==> src/rtl/dmem_access_ctrl_pkg.sv <==
// Shared types for the data-memory access controller: word/byte-enable
// typedefs, the access FSM state encoding and lane-mask constants.
package dmem_access_ctrl_pkg;

  localparam int WORD_W = 16;
  localparam int BYTE_W = 8;

  typedef logic [WORD_W-1:0] lc3b_word;
  typedef logic [1:0]        lc3b_byte_en;

  typedef enum logic [1:0] {
    DM_IDLE,
    DM_BUSY,
    DM_DONE
  } dmem_state_t;

  localparam lc3b_byte_en BE_WORD = 2'b11;
  localparam lc3b_byte_en BE_LO   = 2'b01;
  localparam lc3b_byte_en BE_HI   = 2'b10;

endpackage

==> src/rtl/dmem_access_ctrl_byte_lane.sv <==
// Combinational byte-lane steering for LDB/STB versus word accesses.
// Request side (address, write data, lane mask) is steered from the
// incoming request; response side (load data) from the latched access.
module dmem_access_ctrl_byte_lane
  import dmem_access_ctrl_pkg::*;
#(
  parameter int ADDR_W = 16,
  parameter int DATA_W = 16
) (
  input  logic              req_byte,
  input  logic [ADDR_W-1:0] req_addr,
  input  logic [DATA_W-1:0] req_wdata,
  output logic [ADDR_W-1:0] mem_addr,
  output logic [DATA_W-1:0] mem_wdata,
  output lc3b_byte_en       mem_byte_en,
  input  logic              rsp_byte,
  input  logic              rsp_hi,
  input  logic [DATA_W-1:0] rsp_raw,
  output logic [DATA_W-1:0] rsp_data
);

  // Request steering: byte accesses keep the byte address and replicate the
  // low store byte on both lanes; word accesses are forced even-aligned.
  always_comb begin
    if (req_byte) begin
      mem_addr    = req_addr;
      mem_wdata   = {req_wdata[BYTE_W-1:0], req_wdata[BYTE_W-1:0]};
      mem_byte_en = req_addr[0] ? BE_HI : BE_LO;
    end else begin
      mem_addr    = {req_addr[ADDR_W-1:1], 1'b0};
      mem_wdata   = req_wdata;
      mem_byte_en = BE_WORD;
    end
  end

  // Response steering: pick the addressed byte and zero-extend it for LDB.
  always_comb begin
    if (rsp_byte) begin
      rsp_data = {{(DATA_W-BYTE_W){1'b0}},
                  rsp_hi ? rsp_raw[DATA_W-1:BYTE_W] : rsp_raw[BYTE_W-1:0]};
    end else begin
      rsp_data = rsp_raw;
    end
  end

endmodule

==> src/rtl/dmem_access_ctrl.sv <==
// MEM-stage data-memory access controller. Converts one pipelined
// load/store into a held dmem_read/dmem_write handshake, stalls the
// pipeline until the cache responds, then presents the result until the
// downstream stage accepts it.
module dmem_access_ctrl
  import dmem_access_ctrl_pkg::*;
#(
  parameter int ADDR_W = 16,
  parameter int DATA_W = 16
) (
  input  logic              clk,
  input  logic              rst_n,
  input  logic              req_valid,
  input  logic              ctrl_read,
  input  logic              ctrl_write,
  input  logic              ctrl_byte,
  input  logic [ADDR_W-1:0] addr_in,
  input  logic [DATA_W-1:0] wdata_in,
  input  logic              advance,
  output logic              stall,
  output logic [DATA_W-1:0] rdata_out,
  output logic              rdata_valid,
  output logic              dmem_read,
  output logic              dmem_write,
  output logic [ADDR_W-1:0] dmem_addr,
  output logic [DATA_W-1:0] dmem_wdata,
  output lc3b_byte_en       dmem_byte_enable,
  input  logic              dmem_resp,
  input  logic [DATA_W-1:0] dmem_rdata
);

  dmem_state_t       state_q;
  dmem_state_t       state_d;
  logic              new_req;
  logic              byte_p1;
  logic [ADDR_W-1:0] lane_addr;
  logic [DATA_W-1:0] lane_wdata;
  lc3b_byte_en       lane_be;
  logic [DATA_W-1:0] lane_rdata;

  assign new_req = req_valid & (ctrl_read | ctrl_write);

  // For byte accesses the issued address is unmodified, so its bit 0 still
  // selects the lane; for word accesses rsp_hi is a don't-care.
  dmem_access_ctrl_byte_lane #(
    .ADDR_W (ADDR_W),
    .DATA_W (DATA_W)
  ) u_byte_lane (
    .req_byte    (ctrl_byte),
    .req_addr    (addr_in),
    .req_wdata   (wdata_in),
    .mem_addr    (lane_addr),
    .mem_wdata   (lane_wdata),
    .mem_byte_en (lane_be),
    .rsp_byte    (byte_p1),
    .rsp_hi      (dmem_addr[0]),
    .rsp_raw     (dmem_rdata),
    .rsp_data    (lane_rdata)
  );

  // State register.
  always_ff @(posedge clk) begin
    if (!rst_n) begin
      state_q <= DM_IDLE;
    end else begin
      state_q <= state_d;
    end
  end

  // Next-state and handshake outputs toward the pipeline.
  always_comb begin
    state_d     = state_q;
    stall       = 1'b0;
    rdata_valid = 1'b0;
    case (state_q)
      DM_IDLE: begin
        stall = new_req;
        if (new_req) state_d = DM_BUSY;
      end
      DM_BUSY: begin
        stall = 1'b1;
        if (dmem_resp) state_d = DM_DONE;
      end
      DM_DONE: begin
        rdata_valid = 1'b1;
        if (advance) state_d = DM_IDLE;
      end
      default: state_d = DM_IDLE;
    endcase
  end

  // Registered cache interface and load result. A read takes priority when
  // both read and write are requested; the write is dropped.
  always_ff @(posedge clk) begin
    if (!rst_n) begin
      dmem_read        <= 1'b0;
      dmem_write       <= 1'b0;
      dmem_addr        <= '0;
      dmem_wdata       <= '0;
      dmem_byte_enable <= 2'b00;
      rdata_out        <= '0;
      byte_p1          <= 1'b0;
    end else begin
      case (state_q)
        DM_IDLE: begin
          if (new_req) begin
            dmem_read        <= ctrl_read;
            dmem_write       <= ctrl_write & ~ctrl_read;
            dmem_addr        <= lane_addr;
            dmem_wdata       <= lane_wdata;
            dmem_byte_enable <= lane_be;
            byte_p1          <= ctrl_byte;
          end
        end
        DM_BUSY: begin
          if (dmem_resp) begin
            dmem_read  <= 1'b0;
            dmem_write <= 1'b0;
            rdata_out  <= lane_rdata;
          end
        end
        default: ;
      endcase
    end
  end

endmodule

==> config.mk <==
export PLATFORM = sky130hd
export DESIGN_NAME = dmem_access_ctrl
export DESIGN_NICKNAME = d
export VERILOG_FILES = /design/src/rtl/dmem_access_ctrl_pkg.sv /design/src/rtl/dmem_access_ctrl_byte_lane.sv /design/src/rtl/dmem_access_ctrl.sv
export SDC_FILE = /design/constraint.sdc
export NUM_CORES = 1
export LEC_CHECK = 0
export BUFFER_PORTS_ARGS = -buffer_cell sky130_fd_sc_hd__buf_2
export CAP_MARGIN = 30
export CORE_ASPECT_RATIO = 0.5
export CORE_UTILIZATION = 49
export DETAILED_ROUTE_END_ITERATION = 8
export PLACE_DENSITY_LB_ADDON = 0.12
export SYNTH_ARGS = -nofsm -noshare
export SYNTH_HDL_FRONTEND = slang
export SYNTH_SLANG_ARGS = --single-unit
export TNS_END_PERCENT = 30
==> constraint.sdc <==
create_clock -name clk -period 2.5 [get_ports clk]
set_input_delay 0 -clock clk [delete_from_list [all_inputs] [get_ports clk]]
set_output_delay 0 -clock clk [all_outputs]
set_load 0.005 [all_outputs]
# After elaboration in Yosys (flattened, before gate mapping)
# Index checks and enable logic that the tools add are counted.
dict set report totals {
  register_bits 55
  input_bits 56
  output_inout_bits 54
  wordCells 40
}
dict set report classes {
  eq_ne 5
  muxes 17
  bitwise_logic 4
  n_reduce_logical 6
}
# cell count
set ops {}
lappend ops {{two-way mux 16 bit} 2}
lappend ops {{two-way mux 2 bit} 5}
lappend ops {{two-way mux 8 bit} 1}
lappend ops {{inequality test 2 bit, second input constant} 3}
lappend ops {{case mux 1 bit (2 select lines)} 3}
lappend ops {{case mux 2 bit (3 select lines)} 1}
lappend ops {{AND reduction 3 bit} 2}
lappend ops {{two-way mux 1 bit} 5}
lappend ops {{AND reduction 2 bit} 2}
lappend ops {{AND 1 bit} 2}
lappend ops {{== test 2 x 1 -> 1 bit, second input constant} 1}
lappend ops {{== test 2 bit, second input constant} 1}
lappend ops {{zero test 2 bit} 1}
lappend ops {{nonzero test 2 bit} 1}
lappend ops {{inverter 1 bit} 1}
lappend ops {{bitwise OR 1 bit} 1}

# Longest topological paths before layout
dict set report depth {
  word_depth 4
  depth_mapped 5
  depth_no_buf 3
}

# By module
# A second synthesis with hierarchy kept.
dict set report unflattened {
  cells_unflattened 296
  hier_area_um2 2671.3
}
# mod n_inst cells_each area_per_inst_um2 seq_area_each_um2
set modules_own_cells {}
lappend modules_own_cells {dmem_access_ctrl 1 244 2215.9 1101.1}
lappend modules_own_cells {dmem_access_ctrl_byte_lane 1 52 455.4 0.0}

# Worst setup path before layout
# No wires, ideal clock.
dict set report synth_timing {
  kind {register to register}
  from {reg state_q[1]}
  to {reg dmem_addr[11]}
  setup_time_ps 72
  arrival_ps 1201
  required_ps 2428
  setup_slack_ps 1227
  path_stages_with_launch 6
  n_path_buf 2
  period_less_slack_ps 1273
  path_cell_list {dfxtp_1 nor3b_4 and2_1 buf_4 buf_6 mux2i_1}
}
dict set report synth_via {
  elab_chain_cells 2
}
# item line
set synth_lines {}
lappend synth_lines {{start: declaration} dmem_access_ctrl.sv:32} ;# dmem_state_t state_q;
lappend synth_lines {{start signal: assignment} dmem_access_ctrl.sv:66} ;# state_q <= state_d;
lappend synth_lines {{zero test 2 bit} dmem_access_ctrl.sv:104} ;# case (state_q)
lappend synth_lines {{AND reduction 2 bit (no line)} n/a}
lappend synth_lines {{end signal: assignment} dmem_access_ctrl.sv:109} ;# dmem_addr <= lane_addr;
lappend synth_lines {{end: declaration} dmem_access_ctrl.sv:25} ;# output logic [ADDR_W-1:0] dmem_addr,
# Every way passes these cells.
# A chain may end at the register's enable or synchronous reset.

# Worst setup path after layout
dict set report layout_timing {
  from {in ctrl_read}
  to {reg dmem_addr[9]}
}
dict set report layout_via {
  elab_chain_cells 3
}
# item line
set layout_lines {}
lappend layout_lines {{start: declaration} dmem_access_ctrl.sv:14} ;# input logic ctrl_read,
lappend layout_lines {{bitwise OR 1 bit} dmem_access_ctrl.sv:41} ;# assign new_req = req_valid & (ctrl_read | ctrl_write);
lappend layout_lines {{AND 1 bit} dmem_access_ctrl.sv:41}
lappend layout_lines {{AND reduction 2 bit (no line)} n/a}
# Every way passes these cells.

==> report_table.html <==
<table>
<tr><th>Metric</th><th>Value</th></tr>
<tr><th colspan="2">STA</th></tr>
<tr><td>Count of final max-slew check failures</td><td>0</td></tr>
<tr><td>Setup Skew</td><td>9.90 ps</td></tr>
<tr><td>Normalized max-slew margin</td><td>32.8%</td></tr>
<tr><td>Worst Hold Margin</td><td>approximately 5.4 ps</td></tr>
<tr><td>Part of the cycle the worst path needs</td><td>between 70% and 80%</td></tr>
<tr><td>Number of hold-slack violations in the final timing report</td><td>0</td></tr>
<tr><td>Transition at the pin with the smallest max-transition slack</td><td>1010 ps</td></tr>
<tr><td>Unrepaired setup endpoints after global routing</td><td>no</td></tr>
<tr><td>Sum Neg Setup Slack</td><td>0 ps</td></tr>
<tr><td>Shortest clock period the worst path allows after layout</td><td>around 1900 ps</td></tr>
<tr><td>Final setup fails</td><td>0</td></tr>
<tr><td>Maximum clock rate</td><td>a little over 500 MHz</td></tr>
<tr><th colspan="2">Yosys</th></tr>
<tr><td>Proportion of synthesized area in mux cells</td><td>13.8%</td></tr>
<tr><td>Count of warnings emitted by yosys</td><td>0</td></tr>
<tr><td>Dominant combinational cell family by area after synthesis</td><td>simple AND/OR/NAND/NOR gates</td></tr>
<tr><td>Mean instance size in the synthesized netlist</td><td>9.31 µm²</td></tr>
<tr><td>Count of cell types in the netlist</td><td>26</td></tr>
<tr><td>Library cell with the largest summed area after synthesis</td><td>sky130_fd_sc_hd__dfxtp_1</td></tr>
<tr><td>Share of the yosys chip area belonging to registers</td><td>about 47%</td></tr>
<tr><td>Leading post-synthesis cells by cell area</td><td>sky130_fd_sc_hd__dfxtp_1 47%, sky130_fd_sc_hd__mux2i_1 14%, sky130_fd_sc_hd__nand2_1 8.4%, sky130_fd_sc_hd__o211a_1 4.3%, sky130_fd_sc_hd__o21ai_0 3.7%</td></tr>
<tr><td>Area share of the leading cell type in the synthesized netlist</td><td>47.5%</td></tr>
<tr><td>Post-synthesis compound-gate area fraction</td><td>14.1%</td></tr>
<tr><td>Number of instances in the synthesized netlist</td><td>249</td></tr>
<tr><td>Adder and majority cell fraction of the synthesized area</td><td>0%</td></tr>
<tr><td>Cell area after synthesis</td><td>roughly 2300 µm²</td></tr>
<tr><td>Synthesized net count</td><td>305</td></tr>
<tr><td>Total of flip-flops plus latches after synthesis</td><td>55</td></tr>
<tr><td>Fraction of synthesized cell area in xor and xnor cells</td><td>0%</td></tr>
<tr><td>Simple-gate share of the synthesized area</td><td>just under 20%</td></tr>
<tr><th colspan="2">Worst setup path</th></tr>
<tr><td>Kind of critical path</td><td>in2reg</td></tr>
<tr><td>Arrival @ worst endpoint</td><td>~2200 ps</td></tr>
<tr><td>Req. time, crit path</td><td>~2700 ps</td></tr>
<tr><td>CP max FO</td><td>26</td></tr>
<tr><td>Nature of the critical path startpoint</td><td>input pin</td></tr>
<tr><td>Endpoint class of the critical path</td><td>flop</td></tr>
<tr><th colspan="2">Pwr</th></tr>
<tr><td>Worst voltage drop across the vdd grid</td><td>around 0.35 mV</td></tr>
<tr><td>Power per standard cell area</td><td>586 nW/µm²</td></tr>
<tr><td>Overall power of the completed layout</td><td>1980 µW</td></tr>
<tr><td>Reported leakage power</td><td>between 0.0015 and 0.002 µW</td></tr>
<tr><th colspan="2">Drt</th></tr>
<tr><td>Routed length per instance</td><td>14.0 µm</td></tr>
<tr><td>Remaining antenna violation count after routing</td><td>0</td></tr>
<tr><td>Number of DRC markers in iteration 0</td><td>between 100 and 150</td></tr>
<tr><td>Total number of vias</td><td>2,320</td></tr>
<tr><td>Post-detailed-route DRC marker count</td><td>0</td></tr>
<tr><td>First-pass detailed-route iteration total</td><td>4</td></tr>
<tr><td>Number of vias per cell after detailed routing</td><td>5.24</td></tr>
<tr><td>Total wire length after detailed routing</td><td>6220 µm</td></tr>
<tr><th colspan="2">Clocking</th></tr>
<tr><td>Clock tree from TritonCTS</td><td>built</td></tr>
<tr><td>Clk_lat worst skew</td><td>310 ps</td></tr>
<tr><td>Post-CTS Setup Inserts</td><td>0</td></tr>
<tr><td>Worst-case clock buffer depth</td><td>2</td></tr>
<tr><td>Clock-pin slew reported for the worst setup and hold paths after clock tree synthesis</td><td>100 ps</td></tr>
<tr><td>Total CTS buffers</td><td>5</td></tr>
<tr><td>H-Tree Depth</td><td>2</td></tr>
<tr><td>Clock net sink count</td><td>55</td></tr>
<tr><td>Clock root buffer master</td><td>sky130_fd_sc_hd__clkbuf_8</td></tr>
<tr><th colspan="2">Cells and area</th></tr>
<tr><td>Core Util, Final</td><td>75.7%</td></tr>
<tr><td>Layout cell share with drive strength beyond 1</td><td>31.3%</td></tr>
<tr><td>Area of all placed cells without fillers</td><td>3380 µm²</td></tr>
<tr><td>Most frequent cells in the layout</td><td>109 x sky130_fd_sc_hd__buf_2, 55 x sky130_fd_sc_hd__dfxtp_1, 52 x sky130_fd_sc_hd__nand2_1</td></tr>
<tr><td>Ant. Diodes</td><td>0</td></tr>
<tr><td>Nets</td><td>441</td></tr>
<tr><td>Count of fill cells added during filler insertion</td><td>between 300 and 400</td></tr>
<tr><td>Synth-to-layout area growth</td><td>45.8%</td></tr>
<tr><td>Area used by multi-input combinational logic</td><td>1090 µm²</td></tr>
<tr><td>Most common cell after layout, fill and taps aside</td><td>sky130_fd_sc_hd__buf_2</td></tr>
<tr><td>Area used by sequential logic in the layout</td><td>1100 µm²</td></tr>
<tr><th colspan="2">Placement</th></tr>
<tr><td>Final RePlAce weighted congestion</td><td>0.799</td></tr>
<tr><td>Detailed placement HPWL</td><td>3900 µm</td></tr>
<tr><td>Quantity of I/O buffers inserted on ports</td><td>109</td></tr>
<tr><td>Cell Area, Placed</td><td>between 2000 and 3000 µm²</td></tr>
<tr><th colspan="2">Floorplanning</th></tr>
<tr><td>Die outline height</td><td>50.6 µm</td></tr>
<tr><td>Die outline area</td><td>about 5000 µm²</td></tr>
<tr><td>IO Pins</td><td>110</td></tr>
<tr><td>Initial standard-cell utilization of the core</td><td>between 50 and 60%</td></tr>
<tr><td>Number of rows in the core area</td><td>17</td></tr>
<tr><td>Placeable Area</td><td>4470 µm²</td></tr>
<tr><td>Die outline width</td><td>approximately 99 µm</td></tr>
<tr><th colspan="2">Global routing</th></tr>
<tr><td>Global Route Usage Sum</td><td>25.0%</td></tr>
<tr><td>Initial antenna violation count</td><td>0</td></tr>
<tr><td>Largest net degree at the start of global routing</td><td>64</td></tr>
<tr><td>Gr ovfl total</td><td>0</td></tr>
<tr><td>Vias in the first global route</td><td>2,158</td></tr>
<tr><td>Global-route wire length before repair</td><td>9730 µm</td></tr>
<tr><th colspan="2">Job</th></tr>
<tr><td>Max-capacitance violation count</td><td>0</td></tr>
<tr><th colspan="2">Min path</th></tr>
<tr><td>Hold crit path type</td><td>in2reg</td></tr>
<tr><th colspan="2">Outcome</th></tr>
<tr><td>Status</td><td>finished, final reports clean</td></tr>
</table>
[metal layers]
metal	vias to the layer above	global-route usage (%)	share of wire (%)
met1	1096	29.3	45
li1	1136	-	-
met5	-	0	0
met2	78	45.3	47
met4	0	5.88	0.93
met3	10	7.66	6.8
[cell families after synthesis]
logic type / after synthesis
AND/OR/NAND/NOR: 90
flip-flops: 55
AO/OA/AOI/OAI: 49
multiplexers: 32
buffers and inverters: 23
[critical path, cell delays in order]
cell and delay, ps:
sky130_fd_sc_hd__dlygate4sd3_1 530, sky130_fd_sc_hd__buf_2 120, sky130_fd_sc_hd__or2_1 560, sky130_fd_sc_hd__and2_1 480, sky130_fd_sc_hd__buf_12 250, sky130_fd_sc_hd__mux2i_1 230
[sequential cells by signal (all words and copies together), names as in the netlist]
name	cells
dmem_write	1
dmem_byte_enable	2
state_q	2
rdata_out	16
dmem_read	1
dmem_wdata	16
byte_p1	1
dmem_addr	16
[path summary, 6_finish.rpt]
check / start / slack (ps) / depth (start not counted) / end
max: ctrl_read / 550 / 6 / dmem_addr[9]
min: dmem_rdata[6] / 5 / 3 / rdata_out[6]
max reg2reg: byte_p1 / 720 / 4 / rdata_out[0]
min reg2reg: dmem_addr[15] / 460 / 2 / dmem_addr[15]
[Yosys cell counts]
cell type	n
sky130_fd_sc_hd__a21boi_0	8
sky130_fd_sc_hd__buf_2	5
sky130_fd_sc_hd__or2_1	1
sky130_fd_sc_hd__o211a_1	10
sky130_fd_sc_hd__mux2i_1	32
sky130_fd_sc_hd__clkbuf_1	12
sky130_fd_sc_hd__buf_6	2
sky130_fd_sc_hd__and2_1	1
sky130_fd_sc_hd__a31o_2	1
sky130_fd_sc_hd__o21a_1	2
sky130_fd_sc_hd__nor3b_4	1
sky130_fd_sc_hd__dfxtp_1	55
sky130_fd_sc_hd__nand3_1	9
sky130_fd_sc_hd__and3_1	1
sky130_fd_sc_hd__buf_4	4
sky130_fd_sc_hd__nand4_1	10
sky130_fd_sc_hd__nor2b_1	2
sky130_fd_sc_hd__nand4b_1	1
sky130_fd_sc_hd__nand2b_1	1
sky130_fd_sc_hd__nor2_1	1
sky130_fd_sc_hd__and3b_1	1
sky130_fd_sc_hd__nand3b_1	9
sky130_fd_sc_hd__nand2_1	52
sky130_fd_sc_hd__o21ai_0	17
sky130_fd_sc_hd__a21oi_1	10
sky130_fd_sc_hd__a211oi_1	1
[metrics by stage]
stage	cells	setup slack (ps)
floorplan	249	1230
finish	443	552
global route	443	435
detailed placement	395	813
CTS	443	593
global placement	395	935
[area by class of cell]
| cell class | count | area share, % |
|---|---|---|
| flip-flops and latches | 55 | 32.6 |
| multi-input cells | 171 | 32.4 |
| repair buffers | 152 | 29.0 |
| clock buffers | 6 | 2.15 |
| well taps | 57 | 2.11 |
| clock inverters | 2 | 1.78 |
[power breakdown]
| part | total [µW] | switching (µW) | internal (µW) |
|---|---|---|---|
| Combinational | 336 | 156 | 180 |
| Sequential | 966 | 32.6 | 934 |
| Clock | 678 | 278 | 400 |
[what timing repair did]
| action | in CTS | in global routing |
|---|---|---|
| endpoints found under the hold margin | 39 | 0 |
| gates resized for setup | 0 | 0 |
| hold buffers | 40 | 0 |
(Power assumes the default switching activity.)
